File: src/rtl/irq_arbiter.sv
// Interrupt arbiter: edge-latched pending bits, round-robin pick,
// single request/service handshake with the core controller.
module irq_arbiter #(
    parameter int NUM_SRC = 8,
    parameter int ID_W    = 3
) (
    input  logic               clk,
    input  logic               rst,
    input  logic [NUM_SRC-1:0] irq_src,
    input  logic [NUM_SRC-1:0] irq_en,
    input  logic               irq_taken,
    input  logic               ret_from_irq,
    input  logic               flush_full,
    input  logic               overrun_clr,
    output logic               irq,
    output logic [ID_W-1:0]    irq_id,
    output logic               in_service,
    output logic [NUM_SRC-1:0] pending,
    output logic [NUM_SRC-1:0] overrun,
    output logic [1:0]         state_out
);

    typedef enum logic [1:0] {
        IDLE    = 2'd0,
        REQ     = 2'd1,
        SERVICE = 2'd2
    } state_t;

    state_t             state;
    logic [NUM_SRC-1:0] src_q;
    logic [ID_W-1:0]    rr_ptr;
    logic [NUM_SRC-1:0] rise;
    logic [NUM_SRC-1:0] cand;
    logic [NUM_SRC-1:0] claim;
    logic [ID_W-1:0]    win;
    logic [ID_W:0]      idx;
    logic               found;
    logic [ID_W-1:0]    rr_next;

    assign rise = irq_src & ~src_q;
    assign cand = pending & irq_en;

    always_comb begin
        claim = '0;
        if (state == REQ && !flush_full && irq_en[irq_id] && irq_taken)
            claim = NUM_SRC'(1) << irq_id;
    end

    // Search upward from rr_ptr, wrapping at NUM_SRC (need not be 2^ID_W).
    always_comb begin
        win   = '0;
        found = 1'b0;
        idx   = '0;
        for (int k = 0; k < NUM_SRC; k++) begin
            idx = {1'b0, rr_ptr} + (ID_W+1)'(k);
            if (idx >= (ID_W+1)'(NUM_SRC))
                idx = idx - (ID_W+1)'(NUM_SRC);
            if (!found && cand[idx[ID_W-1:0]]) begin
                win   = idx[ID_W-1:0];
                found = 1'b1;
            end
        end
    end

    assign rr_next = (irq_id == ID_W'(NUM_SRC-1)) ? '0 : irq_id + 1'b1;

    always_ff @(posedge clk) begin
        if (rst) begin
            state   <= IDLE;
            src_q   <= '0;
            pending <= '0;
            overrun <= '0;
            rr_ptr  <= '0;
            irq_id  <= '0;
        end else begin
            src_q   <= irq_src;
            // A new edge beats a same-cycle claim or clear.
            pending <= (pending & ~claim) | rise;
            overrun <= (overrun_clr ? '0 : overrun) | (rise & pending);
            unique case (state)
                IDLE: begin
                    if (|cand) begin
                        irq_id <= win;
                        state  <= REQ;
                    end
                end
                REQ: begin
                    if (flush_full)
                        state <= IDLE;
                    else if (!irq_en[irq_id])
                        state <= IDLE;
                    else if (irq_taken)
                        state <= SERVICE;
                end
                SERVICE: begin
                    if (flush_full) begin
                        state <= IDLE;
                    end else if (ret_from_irq) begin
                        rr_ptr <= rr_next;
                        state  <= IDLE;
                    end
                end
                default: state <= IDLE;
            endcase
        end
    end

    assign irq        = (state == REQ);
    assign in_service = (state == SERVICE);
    assign state_out  = state;

endmodule

File: config.mk
export PLATFORM = sky130hd
export DESIGN_NAME = irq_arbiter
export DESIGN_NICKNAME = d
export VERILOG_FILES = /design/src/rtl/irq_arbiter.sv
export SDC_FILE = /design/constraint.sdc
export NUM_CORES = 1
export LEC_CHECK = 0
export ABC_AREA = 1
export CAP_MARGIN = 20
export CORE_ASPECT_RATIO = 1.75
export CORE_MARGIN = 1.5
export CORE_UTILIZATION = 40
export CTS_BUF_LIST = sky130_fd_sc_hd__clkbuf_4 sky130_fd_sc_hd__clkbuf_8
export DETAILED_ROUTE_END_ITERATION = 10
export GPL_TIMING_DRIVEN = 0
export HOLD_SLACK_MARGIN = 0.03
export PLACE_DENSITY_LB_ADDON = 0.2
export SLEW_MARGIN = 25
export SYNTH_ARGS = -nofsm -noshare
export SYNTH_HDL_FRONTEND = slang
export SYNTH_SLANG_ARGS = --single-unit
File: constraint.sdc
create_clock -name clk -period 2.1 [get_ports clk]
set_input_delay 0.315 -clock clk [delete_from_list [all_inputs] [get_ports clk]]
set_output_delay 0.315 -clock clk [all_outputs]
set_load 0.01 [all_outputs]
==> flow_metrics.py <==
metrics = {
    "logic_synthesis": {
        "ys_seq_elements": 32,
        "ys_seq_area_share_pct": 30.8,
        "syn_avg_cell_area_um2": 6.78,
        "synth_cell_type_count": 36,
        "mappedNetlistNets": 337,
        "netlist_area_um2": 2080,
        "synthCells": 307,
        "ys_warn_count": 0,
    },
    "layout": {
        "nFillCells": 500,
        "diodes": 0,
        "seqCellArea_um2": 646,
        "syn_to_final_growth_pct": 36.7,
        "multi_input_area_um2": 1320,
        "final_core_util_pct": 57.2,
        "drive_gt1_share_pct": 18.5,
        "fin_nets": 396,
        "instances_no_fill": 421,
    },
    "cts": {
        "clkLatencyLatePin_ps": 280,
        "cts_root_buffer": "clkbuf_8",
        "postCtsHoldBufs": 0,
        "cts_max_level": 2,
        "numCtsBuffers": 5,
        "cts_buffer_depth": 2,
        "clock-sinks": 32,
        "cts_tree": "done",
        "cts.clk_slew.worst_paths_ps": 70,
    },
    "min_path": {
        "hold_class": "input port to register",
        "min_from": "rst",
    },
    "critical_path": {
        "crit_fanout": 7,
        "worstPathArrival_ps": 2320,
        "path_class": "register to register",
        "worstSetupStartpoint": "rr_ptr[1]",
        "end_kind": "register",
        "crit_required_ps": 2310,
        "cp-start-kind": "register",
        "r2r-start": "rr_ptr[1]",
    },
    "outcome": {
        "status": "finished with violations",
        "violations": "negative setup slack",
    },
    "global_route": {
        "grtUsageTotal_pct": 22.2,
        "grt_pass1_vias": 2212,
        "antenna_found_initial": 0,
        "grt_pass1_wl_um": 9830,
        "grt_max_degree": 11,
        "grt_overflow_total": 0,
    },
    "power_and_ir_drop": {
        "p_leak_nw": 1.27,
        "power_mw": 1.63,
        "irDropWorstVdd_mv": 0.549,
        "power_density_nw_per_um2": 573,
    },
    "timing": {
        "tightest_slew_ps": 568,
        "fin_crit_ps": 2110,
        "maxSlewHeadroom_pct": 62.2,
        "rsz0062_at_grt": "yes",
        "max_freq_mhz": 474,
        "setup_viol": 3,
        "slew_violations": 0,
        "skew_ps": 2.30,
        "setup_ws_ps": -11.4,
        "hold_viol_final": 0,
        "fin_crit_sh_pct": 101,
    },
    "floorplanning": {
        "die-area_um2": 5660,
        "start_util_pct": 41.8,
        "rows": 34,
        "die-height_um": 98.4,
        "boundaryPins": 45,
        "die_w_um": 57.5,
        "core_area_um2": 4980,
    },
    "drt": {
        "wl_per_cell_um": 14.3,
        "routed_wl_um": 6010,
        "drt_iter0_drc": 58,
        "num_vias": 2246,
        "drtAntennaViolNets": 0,
        "drc": 0,
        "vias_per_cell": 5.33,
        "dr.pass1.iters": 4,
    },
    "place": {
        "port_buffers": 43,
        "gp_congestion": 0.894,
        "place_inst": 404,
        "dp_hpwl_um": 4650,
    },
    "flow_run": {
        "max_cap_violations": 0,
    },
}
-- through the flow --
step | setup TNS (ps) | cell area, µm² | setup slack (ps) | hold slack, ps
after floorplan | 0 | 2090 | 65.7 | 422
after global placement | -1330 | 2590 | -229 | 456
after detailed placement | -1620 | 2590 | -238 | 458
after CTS | -3.59 | 2790 | -3.59 | 461
after global routing | -472 | 2850 | -172 | 465
final | -27.3 | 2850 | -11.4 | 458
-- cell usage in the layout (no fill, tap or decap), types with 3 or more instances in the layout --
cell              n
ha_1              7
o21ai_1           3
nand2_1          66
nor2_2            3
buf_4            11
nand4_1           3
nand3_1          32
nor3_1            3
clkdlybuf4s50_1  43
nor2_1           27
a21oi_1          22
o21ai_0          15
xnor2_2           3
inv_1            36
nand2_2           8
dfxtp_1          30
clkbuf_8          6
nand3_2          13
clkbuf_1          3
-- path summary, 6_finish.rpt --
kind / endpoint / slack [ps] / depth (start not counted)
worst min register to register: overrun[0] / 460 / 2
worst max register to register: irq_id[0] / -10 / 14
worst min-delay path: src_q[6] / 460 / 2
worst max-delay path: irq_id[0] / -10 / 14
-- worst max-delay path, cell delays in order, from the launching register on --
cell and delay [ps]:
dfxtp_4 350, buf_6 110, inv_8 30, ha_4 280, clkinvlp_4 170, nand3_2 120, o21ai_4 60, o21ai_2 150
inv_2 90, nor2_8 150, nand3_2 110, and2_4 160, nand3_2 50, nand3_2 70, a21oi_2 130
-- Yosys cell counts --
cell,n,share of area [%]
o21ai_0,17,4.1
a31oi_1,1,0.30
nand4_1,3,0.90
nand3_4,1,0.84
nor2_8,1,0.96
a211oi_1,1,0.36
o22ai_1,1,0.30
buf_4,2,0.72
inv_1,37,6.7
a21o_1,2,0.72
inv_4,1,0.30
buf_6,1,0.54
xnor2_2,2,1.6
nand2_2,8,2.4
o21ai_2,1,0.42
nor3_1,3,0.72
nor2_1,29,5.2
a32o_1,1,0.48
ha_1,8,4.8
o21ai_1,3,0.72
a21oi_2,2,0.84
inv_2,3,0.54
nand3_1,39,9.4
or4_1,1,0.36
nand2_1,67,12
a21oi_1,22,5.3
dfxtp_1,32,31
clkbuf_1,3,0.54
and2_1,2,0.60
nor2_2,1,0.30
buf_12,1,0.96
nand3b_1,1,0.36
nand2_4,1,0.54
nand4_2,1,0.60
nand3_2,7,3.4
xnor2_1,1,0.42
-- logic make-up (layout without fill, tap and decap cells) --
group / count (synthesis) / count (layout) / share of synthesized area (%)
adder cells (fa/ha/maj): 8 / 8 / 4.81
XOR/XNOR: 3 / 3 / 1.98
flip-flops: 32 / 32 / 30.8
AND/OR/NAND/NOR: 165 / 165 / 38.6
AO/OA/AOI/OAI: 51 / 51 / 13.5
buffers and inverters: 48 / 108 / 10.3
-- registers in the layout, summed over array words and instances (netlist names) --
signal / cells
pending: 8
state_out: 2
overrun: 8
irq_id: 3
src_q: 8
rr_ptr: 3
-- final cells by class --
cell class / instances / area share [%]
buffer: 6 / 1.45
clock buffer: 6 / 2.90
clock inverter: 2 / 0.352
inverter: 41 / 6.07
multi-input combinational: 227 / 46.4
sequential: 32 / 22.7
tap: 54 / 2.37
timing repair buffer: 53 / 17.8
-- repair_timing --
item,in CTS,in global routing
setup endpoints to repair,3,11
buffers inserted,9,1
pin swaps,10,7
gates resized for setup,18,11
-- routing by layer --
layer | GRT usage, % | wire length (µm)
met3 | 3.67 | 256
met1 | 20.9 | 2090
met4 | 13.2 | 274
met5 | 0 | 0
met2 | 42.2 | 3390
-- power breakdown --
group	switching [mW]	total [mW]	internal [mW]
registers	0.0441	0.690	0.646
logic	0.251	0.462	0.210
clock network	0.219	0.480	0.261
total	0.514	1.63	1.12
Note: power is estimated with default switching activity, not from simulation.
